File: config.mk
export PLATFORM = sky130hd
export DESIGN_NAME = pipeline_ctrl
export DESIGN_NICKNAME = d
export VERILOG_FILES = /design/src/rtl/pipeline_ctrl_pkg.sv /design/src/rtl/pipeline_ctrl_src_decode.sv /design/src/rtl/pipeline_ctrl.sv
export SDC_FILE = /design/constraint.sdc
export NUM_CORES = 1
export LEC_CHECK = 0
export CAP_MARGIN = 5
export CORE_UTILIZATION = 42
export DETAILED_ROUTE_END_ITERATION = 10
export MAX_ROUTING_LAYER = met4
export PLACE_DENSITY = 0.87
export SLEW_MARGIN = 20
export SYNTH_ARGS = -nofsm -noshare
export SYNTH_HDL_FRONTEND = slang
export SYNTH_SLANG_ARGS = --single-unit
File: constraint.sdc
create_clock -name clk -period 3.4 [get_ports clk]
set_input_delay 0.68 -clock clk [delete_from_list [all_inputs] [get_ports clk]]
set_output_delay 0.68 -clock clk [all_outputs]
set_load 0.01 [all_outputs]
File: src/rtl/pipeline_ctrl_pkg.sv
// pipeline_ctrl_pkg: shared opcodes, FSM state encoding, NOP word and helpers
// for the pipeline hazard/flush controller and its source-register decoder.
package pipeline_ctrl_pkg;

    // Opcodes relevant to source-register decode
    localparam logic [5:0] OpRType = 6'd0;
    localparam logic [5:0] OpLw    = 6'd35;
    localparam logic [5:0] OpSw    = 6'd43;
    localparam logic [5:0] OpBeq   = 6'd4;
    localparam logic [5:0] OpJ     = 6'd2;

    // Word loaded into the fetch latch when it is flushed
    localparam logic [31:0] NopWord = 32'h0000_0000;

    typedef enum logic [1:0] {
        StRun     = 2'd0,
        StStall   = 2'd1,
        StFlush   = 2'd2,
        StIllegal = 2'd3
    } state_e;

    typedef struct packed {
        logic pc_write;
        logic ir_write;
        logic dx_bubble;
        logic if_flush;
    } ctrl_t;

    // Bubble counter reload: the entry cycle is itself the first bubble, so the
    // counter holds the bubbles still to come after it.
    function automatic logic [1:0] bub_reload(input int unsigned n);
        return (n > 1) ? 2'(n - 1) : 2'd0;
    endfunction

endpackage

File: src/rtl/pipeline_ctrl_src_decode.sv
// src_decode: combinational source-register decode of the decode-stage IR.
// Ports:
//   ir_i     - instruction in decode
//   uses_rs  - instruction reads rs (IR[25:21])
//   uses_rt  - instruction reads rt (IR[20:16])
//   rs, rt   - the two source register fields
module src_decode
    import pipeline_ctrl_pkg::*;
(
    input  logic [31:0] ir_i,
    output logic        uses_rs,
    output logic        uses_rt,
    output logic [4:0]  rs,
    output logic [4:0]  rt
);

    logic [5:0] opcode;
    logic       unused_ir;

    assign opcode    = ir_i[31:26];
    assign rs        = ir_i[25:21];
    assign rt        = ir_i[20:16];
    assign unused_ir = ^ir_i[15:0];

    always_comb begin
        uses_rs = 1'b0;
        uses_rt = 1'b0;
        case (opcode)
            OpRType, OpSw, OpBeq: begin
                uses_rs = 1'b1;
                uses_rt = 1'b1;
            end
            OpLw: begin
                uses_rs = 1'b1;
            end
            OpJ: begin
                // jump reads no registers
            end
            default: begin
            end
        endcase
    end

endmodule

File: src/rtl/pipeline_ctrl.sv
// pipeline_ctrl: load-use stall and taken-branch flush controller.
// Ports:
//   clk, rst            - clock, synchronous active-low reset
//   IR                  - instruction in decode
//   DX_RD, DX_lwFlag    - destination / lw flag of the instruction in DX
//   ex_taken            - branch taken or jump resolved in execute
//   pc_write, ir_write  - PC / decode-latch write enables
//   dx_bubble, if_flush - insert NOP into DX / fetch latch
//   state_o             - current FSM state
//   stall_cnt, flush_cnt- saturating event counters
module pipeline_ctrl
    import pipeline_ctrl_pkg::*;
#(
    parameter int unsigned LOAD_BUBBLES  = 1,
    parameter int unsigned FLUSH_BUBBLES = 2
) (
    input  logic        clk,
    input  logic        rst,
    input  logic [31:0] IR,
    input  logic [4:0]  DX_RD,
    input  logic        DX_lwFlag,
    input  logic        ex_taken,
    output logic        pc_write,
    output logic        ir_write,
    output logic        dx_bubble,
    output logic        if_flush,
    output logic [1:0]  state_o,
    output logic [15:0] stall_cnt,
    output logic [15:0] flush_cnt
);

    localparam logic [1:0] LoadInit  = bub_reload(LOAD_BUBBLES);
    localparam logic [1:0] FlushInit = bub_reload(FLUSH_BUBBLES);

    localparam ctrl_t CtrlRun   = '{pc_write: 1'b1, ir_write: 1'b1, dx_bubble: 1'b0, if_flush: 1'b0};
    localparam ctrl_t CtrlStall = '{pc_write: 1'b0, ir_write: 1'b0, dx_bubble: 1'b1, if_flush: 1'b0};
    localparam ctrl_t CtrlTaken = '{pc_write: 1'b1, ir_write: 1'b1, dx_bubble: 1'b1, if_flush: 1'b1};
    localparam ctrl_t CtrlFlush = '{pc_write: 1'b1, ir_write: 1'b1, dx_bubble: 1'b1, if_flush: 1'b0};
    localparam ctrl_t CtrlReset = '{pc_write: 1'b0, ir_write: 1'b0, dx_bubble: 1'b1, if_flush: 1'b1};

    state_e      state_q, state_d;
    logic [1:0]  bub_cnt_q, bub_cnt_d;
    logic [15:0] stall_cnt_q, stall_cnt_d;
    logic [15:0] flush_cnt_q, flush_cnt_d;
    ctrl_t       ctrl;

    logic       uses_rs, uses_rt;
    logic [4:0] rs, rt;
    logic       hazard;

    src_decode u_src_decode (
        .ir_i    (IR),
        .uses_rs (uses_rs),
        .uses_rt (uses_rt),
        .rs      (rs),
        .rt      (rt)
    );

    // Load-use hazard; $0 as destination never hazards
    assign hazard = DX_lwFlag && (DX_RD != 5'd0) &&
                    ((uses_rs && (rs == DX_RD)) || (uses_rt && (rt == DX_RD)));

    always_comb begin
        state_d   = state_q;
        bub_cnt_d = bub_cnt_q;
        ctrl      = CtrlRun;

        if (ex_taken) begin
            ctrl = CtrlTaken;
            if (FLUSH_BUBBLES > 1) begin
                state_d   = StFlush;
                bub_cnt_d = FlushInit;
            end else begin
                state_d   = StRun;
                bub_cnt_d = 2'd0;
            end
        end else begin
            unique case (state_q)
                StRun: begin
                    if (hazard) begin
                        ctrl = CtrlStall;
                        if (LOAD_BUBBLES > 1) begin
                            state_d   = StStall;
                            bub_cnt_d = LoadInit;
                        end else begin
                            state_d   = StRun;
                            bub_cnt_d = 2'd0;
                        end
                    end
                end
                StStall: begin
                    ctrl      = CtrlStall;
                    bub_cnt_d = bub_cnt_q - 2'd1;
                    // <= 1 also drains a corrupted zero count instead of wrapping
                    if (bub_cnt_q <= 2'd1) begin
                        state_d   = StRun;
                        bub_cnt_d = 2'd0;
                    end
                end
                StFlush: begin
                    ctrl      = CtrlFlush;
                    bub_cnt_d = bub_cnt_q - 2'd1;
                    if (bub_cnt_q <= 2'd1) begin
                        state_d   = StRun;
                        bub_cnt_d = 2'd0;
                    end
                end
                default: begin
                    // illegal encoding: behave as RUN for one cycle, then RUN
                    ctrl      = CtrlRun;
                    state_d   = StRun;
                    bub_cnt_d = 2'd0;
                end
            endcase
        end

        if (!rst) begin
            ctrl = CtrlReset;
        end
    end

    always_comb begin
        stall_cnt_d = stall_cnt_q;
        flush_cnt_d = flush_cnt_q;
        if (!ctrl.pc_write && (stall_cnt_q != 16'hFFFF)) begin
            stall_cnt_d = stall_cnt_q + 16'd1;
        end
        if (ex_taken && (flush_cnt_q != 16'hFFFF)) begin
            flush_cnt_d = flush_cnt_q + 16'd1;
        end
    end

    always_ff @(posedge clk) begin
        if (!rst) begin
            state_q     <= StRun;
            bub_cnt_q   <= 2'd0;
            stall_cnt_q <= 16'd0;
            flush_cnt_q <= 16'd0;
        end else begin
            state_q     <= state_d;
            bub_cnt_q   <= bub_cnt_d;
            stall_cnt_q <= stall_cnt_d;
            flush_cnt_q <= flush_cnt_d;
        end
    end

    assign pc_write  = ctrl.pc_write;
    assign ir_write  = ctrl.ir_write;
    assign dx_bubble = ctrl.dx_bubble;
    assign if_flush  = ctrl.if_flush;
    assign state_o   = state_q;
    assign stall_cnt = stall_cnt_q;
    assign flush_cnt = flush_cnt_q;

endmodule

* Yosys cells after proc, flatten, opt, wreduce, memory -nomap -nowiden
Cells that the tools add are included.
** Operators by class
- Add/subtract/negate cells :: 3
- Order comparisons :: 1
- Equality and inequality tests :: 13
- Mux-type cells :: 13
- Bitwise gates (word level) :: 1
- Reduce and logical (&&, ||, !) cells :: 17
** Operators with widths (number)
- $add A16 B1 Y16 const B :: 2
- $ne A16 B16 Y1 const B :: 2
- $eq A6 B6 Y1 const B :: 2
- $mux W4 :: 3
- $pmux W4 S3 :: 1
- $eq A5 B5 Y1 :: 2
- $mux W2 :: 4
- $pmux W2 S2 :: 2
- $eq A6 B3 Y1 const B :: 1
- $logic_and A1 B1 Y1 :: 6
- $logic_not A6 Y1 :: 1
- $reduce_bool A5 Y1 :: 1
- $reduce_and A2 Y1 :: 2
- $reduce_or A2 Y1 :: 2
- $reduce_or A4 Y1 :: 1
- $mux W1 :: 3
- $ne A3 B1 Y1 const B :: 1
- $ne A3 B3 Y1 const B :: 1
- $reduce_or A3 Y1 :: 1
- $eq A2 B1 Y1 const B :: 1
- $eq A2 B2 Y1 const B :: 1
- $le A2 B1 Y1 const B :: 1
- $logic_not A2 Y1 :: 1
- $ne A2 B1 Y1 const B :: 1
- 5 further kinds :: 5
** Word-level totals
- Bits in registers :: 36
- Input bits :: 41
- Output and inout bits :: 38
- Word-level logic and storage cells :: 54

* Depth between registers and ports, before layout
- Word-level depth :: 12
- Gate-level depth with buffers :: 9
- Gate-level depth less buffers :: 6

* Modules after synthesis
From an unflattened synthesis, not the netlist that was laid out.
** Unflattened totals
- Cells, all modules :: 249
- Area, all modules :: 2064.5 um2
** By module, submodules not included
- pipeline_ctrl :: instances 1, cells each 234, area an instance 1941.9 um2, sequential area each 700.7 um2
- src_decode :: instances 1, cells each 15, area an instance 122.6 um2, sequential area each 0.0 um2

* Worst setup path after synthesis
Ideal clock, no wire load.
- Path type :: in2out
- Start point :: input IR[27]
- End point :: output pc_write
- Arrival time :: 2208 ps
- Data required time :: 2720 ps
- Setup slack :: 512 ps
- Cell stages on the path :: 6
- Path buffers :: 1
- Cells stage by stage :: or4_4 > a211oi_1 > nand2_1 > o22ai_1 > nor2_1 > buf_4
** On the way
- Word-level cells in the longest chain between the ends :: 10
- Elaborated cells on any way between the ends :: 16
- Those cells by class :: 3 x eq/ne; 6 x mux; 7 x reduce/logical
** RTL lines
- start, declared :: line pipeline_ctrl.sv:19 : input logic [31:0] IR,
- $eq A6 B6 Y1 (tied with other cells) :: line pipeline_ctrl_src_decode.sv:28 : case (opcode)
- $reduce_or A4 Y1 (no line) / $reduce_or A3 Y1 (equally long branches)
- $mux W1 :: line pipeline_ctrl_src_decode.sv:28
- $logic_and A1 B1 Y1 :: line pipeline_ctrl.sv:61 : ((uses_rs && (rs == DX_RD)) || (uses_rt && (rt == DX_RD)));
- $logic_or A1 B1 Y1 * :: line pipeline_ctrl.sv:61
- $logic_and A1 B1 Y1 * :: line pipeline_ctrl.sv:60 : assign hazard = DX_lwFlag && (DX_RD != 5'd0) &&
- $mux W4 * :: line pipeline_ctrl.sv:80 : if (hazard) begin
- $pmux W4 S3 * :: line pipeline_ctrl.sv:78 : unique case (state_q)
- $mux W4 * :: line pipeline_ctrl.sv:68 : if (ex_taken) begin
- $mux W4 * :: line pipeline_ctrl.sv:117 : if (!rst) begin
- end, declared :: line pipeline_ctrl.sv:23 : output logic pc_write,
Every way passes the cells marked *; elsewhere a longest branch is shown, timed or not.

* Worst setup path in the final report
- Start point :: input IR[27]
- End point :: output dx_bubble
** On the way
- Word-level cells in the longest chain between the ends :: 10
- Elaborated cells on any way between the ends :: 16
- Those cells by class :: 3 x eq/ne; 6 x mux; 7 x reduce/logical
** RTL lines
- $eq A6 B6 Y1 (tied with other cells) :: line pipeline_ctrl_src_decode.sv:28
- $reduce_or A4 Y1 (no line) / $reduce_or A3 Y1 (equally long branches)
- $mux W1 :: line pipeline_ctrl_src_decode.sv:28
- $logic_and A1 B1 Y1 :: line pipeline_ctrl.sv:61
- $logic_or A1 B1 Y1 * :: line pipeline_ctrl.sv:61
- $logic_and A1 B1 Y1 * :: line pipeline_ctrl.sv:60
- $mux W4 * :: line pipeline_ctrl.sv:80
- $pmux W4 S3 * :: line pipeline_ctrl.sv:78
- $mux W4 * :: line pipeline_ctrl.sv:68
- $mux W4 * :: line pipeline_ctrl.sv:117
- end, declared :: line pipeline_ctrl.sv:25 : output logic dx_bubble,
Marks and branches as above.

==> flow_summary.rst <==
.. list-table::
   :header-rows: 1

   * - Metric
     - Value
   * - Routed wire length
     - 4200 um
   * - Area of the core
     - 4090 um^2
   * - Share of synthesized area occupied by flip-flops and latches
     - 38.4%
   * - DR iter-0 viols
     - 119
   * - Power, Total
     - 798 uW
   * - Synth Area per Inst
     - 8.29 um^2
   * - Chip Height
     - 67.9 um
   * - Total number of H-tree levels
     - 2
   * - Overflow after GRT
     - 0
   * - Worst-case headroom to the max-slew limit
     - 65.9%
   * - Path depth of the worst reg2reg path
     - 8
   * - Total of buffers placed on input and output ports
     - 61
   * - NumNets Final
     - 337
   * - Clock period minus worst slack
     - 3.28 ns
   * - Classification of the worst setup path
     - in -> out
   * - Flop2flop setup slack
     - 1.48 ns
   * - Type of element capturing the critical path
     - output pin
   * - Syn_nets
     - 263
   * - Startpoint of the most critical register-to-register path
     - state_o[1]
   * - Hold path depth
     - 1
   * - Highest clock rate
     - 305 MHz
   * - Type of origin of the critical path
     - input port
   * - Largest fanout on the critical path
     - 2
   * - Psw
     - 190 uW
   * - CTS tree
     - done
   * - Fraction of power consumed by combinational cells
     - 10.8%
   * - Flip-flop cell with the highest count after synthesis
     - sky130_fd_sc_hd__dfxtp_1
   * - Final Max Slew Viols
     - 0
   * - Max Root-Sink Buffers
     - 2
   * - Estimated wirelength of the detail-placed design
     - 3240 um
   * - Met2 Use GR
     - 34.0%
   * - Gate count of the mapped netlist
     - 220
   * - Final setup vio count
     - 0
   * - Wire length of the first global-routing pass
     - 7140 um
   * - Crit Reg-Reg Endpoint
     - stall_cnt[4]
   * - Clock latency on the worst-skew pair
     - 0.29 ns
   * - Hold Violations, Final
     - 0
   * - Critical Path Sink
     - dx_bubble
   * - PwrDens
     - 300 nW/um^2
   * - Final weighted congestion in routability-driven placement
     - 0.803
   * - Most frequent standard cell in the layout excluding fill and tap cells
     - sky130_fd_sc_hd__clkdlybuf4s50_1
   * - Outcome
     - complete, no violations
   * - Number of maximum-capacitance constraint violations
     - 0
   * - Area enclosed by the die boundary
     - 4610 um^2
   * - Number of vias in the routed layout
     - 1,857
   * - Avg Vias per Cell
     - 5.38
   * - Clk pwr share
     - 36.8%
   * - Ports placed on the boundary
     - 79
   * - Most frequent cells in the layout
     - 58 x sky130_fd_sc_hd__clkdlybuf4s50_1, 35 x sky130_fd_sc_hd__dfxtp_1, 23 x sky130_fd_sc_hd__nor2_1
   * - Minimum setup slack after placement
     - -0.275 ns
   * - Simple-gate share of the synthesized area
     - 29.1%
   * - Class of the tightest hold or removal check
     - reg -> reg
   * - Drt first pass iters
     - 4
   * - Detailed-route DRC error count
     - 0
   * - Worst setup path start
     - IR[27]
   * - Clock tree root buffer cell
     - sky130_fd_sc_hd__clkbuf_8
   * - Netlist Area Pre-Place
     - 1820 um^2
   * - Met1 usage in global routing
     - 24.1%
   * - Share of cell area taken by muxes after synthesis
     - 1.10%
   * - Row count
     - 23
   * - Crit path arrival time
     - 2.60 ns
   * - Sw Share
     - 23.8%
   * - Leakage dissipation
     - 0.000936 uW
   * - RSZ-0062 raised after global routing
     - false
   * - Area share of xor/xnor cells in the synthesized design
     - 12.0%
   * - Post-cts hold buffer count
     - 0
   * - Detail Route Antenna Nets
     - 0
   * - Initial antenna violation count
     - 0
   * - Met3 capacity usage during global routing
     - 6.00%
   * - Horizontal die dimension
     - 67.9 um
   * - Layer with the highest usage after global routing
     - met2
   * - EDFF count, synth
     - 0
   * - Compound-cell area share of the yosys netlist
     - 13.8%
   * - Clock Pin Slew Worst Setup and Hold Paths
     - 0.07 ns
   * - Number of CTS-inserted buffers
     - 5
   * - Clock skew
     - 0.00368 ns
   * - Clock net sink count
     - 35
   * - Via count of the first global-routing pass
     - 1,716
   * - Worst Setup Slack, final
     - 0.119 ns
   * - Largest family of logic cells by synthesized area
     - simple AND/OR/NAND/NOR gates
   * - Internal Pwr Total
     - 608 uW
   * - Area added between synthesis and finish
     - 45.8%
   * - Data required time at the worst endpoint
     - 2.72 ns
   * - Total global routing track utilization
     - 20.8%
   * - Fin crit share
     - 96.5%
   * - Fraction of final layout cells sized beyond drive strength 1
     - 8.81%
   * - Share of power burned in registers
     - 52.4%
   * - Proportion of synthesized flip-flops having asynchronous set or reset
     - 0%
   * - Measured slew at the worst slew-check pin
     - 0.511 ns
   * - Count of antenna diodes in the layout
     - 0
   * - Netlist cell types
     - 44
   * - IR drop worst, VDD
     - 0.233 mV
   * - Routed wirelength normalized by instance count
     - 12.2 um
   * - Initial Util
     - 44.6%
   * - Adder-Cell Fraction of Synth Area
     - 1.37%
   * - Count of state elements after synthesis
     - 35
   * - Pin count of the biggest net entering global routing
     - 34
   * - Ys Warns
     - 0
## cells in the mapped netlist, types with 2 or more instances
cell type / instances / share of area [%]
sky130_fd_sc_hd__or4_1: 4 / 1.6
sky130_fd_sc_hd__and4b_1: 2 / 1.1
sky130_fd_sc_hd__nand2_1: 14 / 2.9
sky130_fd_sc_hd__a211oi_1: 2 / 0.82
sky130_fd_sc_hd__a31oi_1: 2 / 0.69
sky130_fd_sc_hd__mux2i_1: 2 / 1.1
sky130_fd_sc_hd__xnor2_1: 8 / 3.8
sky130_fd_sc_hd__o21ai_1: 9 / 2.5
sky130_fd_sc_hd__clkbuf_1: 5 / 1.0
sky130_fd_sc_hd__nor2_1: 24 / 4.9
sky130_fd_sc_hd__a21oi_1: 17 / 4.7
sky130_fd_sc_hd__nor3_1: 4 / 1.1
sky130_fd_sc_hd__and4_1: 5 / 2.4
sky130_fd_sc_hd__nand3_1: 13 / 3.6
sky130_fd_sc_hd__ha_1: 2 / 1.4
sky130_fd_sc_hd__nand2b_1: 2 / 0.69
sky130_fd_sc_hd__inv_1: 5 / 1.0
sky130_fd_sc_hd__nand4_1: 9 / 3.1
sky130_fd_sc_hd__or3_1: 11 / 3.8
sky130_fd_sc_hd__and3_1: 4 / 1.4
sky130_fd_sc_hd__dfxtp_1: 35 / 38
sky130_fd_sc_hd__xor2_1: 17 / 8.2
sky130_fd_sc_hd__buf_4: 2 / 0.82
sky130_fd_sc_hd__o31ai_1: 2 / 0.82
## worst min path at each step
stage	from	to	slack, ns
final	bub_cnt_q[1]	bub_cnt_q[1]	0.46
after global routing	bub_cnt_q[1]	bub_cnt_q[1]	0.49
after CTS	bub_cnt_q[1]	bub_cnt_q[1]	0.47
after detailed placement	bub_cnt_q[1]	bub_cnt_q[1]	0.46
after global placement	bub_cnt_q[1]	bub_cnt_q[1]	0.46
after floorplan	bub_cnt_q[1]	bub_cnt_q[1]	0.44
## power groups by stage
stage / Sequential, uW / Clock [uW] / Combinational [uW]
floorplan: 428 / 0 / 32.8
global placement: 428 / 0 / 85.3
detailed placement: 428 / 0 / 87.2
CTS: 418 / 300 / 87.0
global route: 419 / 319 / 94.8
finish: 418 / 294 / 86.4
## stage by stage
stage	hold slack [ns]	util, %	cells	TNS (ns)	area, um^2
2_1_floorplan	0.443	-	220	0	1820
3_3_place_gp	0.455	62.7	336	-0.700	2560
3_5_place_dp	0.455	62.7	336	-0.898	2560
4_1_cts	0.466	64.9	345	0	2650
5_1_grt	0.492	65.0	345	0	2660
6_report	0.463	65.0	345	0	2660
## metal layers
| metal | part of all wire [%] | up-vias |
|---|---|---|
| met4 | 1.4 | 0 |
| met2 | 48 | 53 |
| met3 | 4.9 | 5 |
| li1 | - | 943 |
| met5 | 0 | - |
| met1 | 45 | 856 |
## sequential cells by signal, indices dropped and copies added, names as in the netlist
signal and flops:
flush_cnt 16, bub_cnt_q 2, stall_cnt 16, state_o 1
## critical path, stage by stage
cell	delay, ns
sky130_fd_sc_hd__clkdlybuf4s50_1	0.42
sky130_fd_sc_hd__or4_4	0.54
sky130_fd_sc_hd__o21a_1	0.14
sky130_fd_sc_hd__or4_1	0.43
sky130_fd_sc_hd__a21o_1	0.21
sky130_fd_sc_hd__nand2_1	0.06
sky130_fd_sc_hd__clkbuf_2	0.13
## cell families (layout without fill, tap and decap cells)
logic type                 Yosys count  after routing
other                                1              1
AOI/OAI and AO/OA                   42             42
adders and majority gates            2              2
xor gates and xnor gates            25             25
DFF                                 35             35
buffers and inverters               15             90
and+or+nand+nor                     98             98
muxes                                2              2
## area by class of cell
| class | instances | area, um^2 |
|---|---|---|
| Fill cell | 357 | 1430 |
| Clock buffer | 6 | 72.6 |
| Inverter | 6 | 22.5 |
| Sequential cell | 35 | 701 |
| Clock inverter | 2 | 12.5 |
| Tap cell | 50 | 62.6 |
| Timing Repair Buffer | 76 | 728 |
| Multi-Input combinational cell | 170 | 1060 |
## timing repair
action	CTS	global route
gates cloned	0	0
setup buffers	1	0
pin swaps	2	0
endpoints found under the setup margin	3	3
gates resized for setup	4	3
No activity file was read; power rests on OpenSTA's default activity.
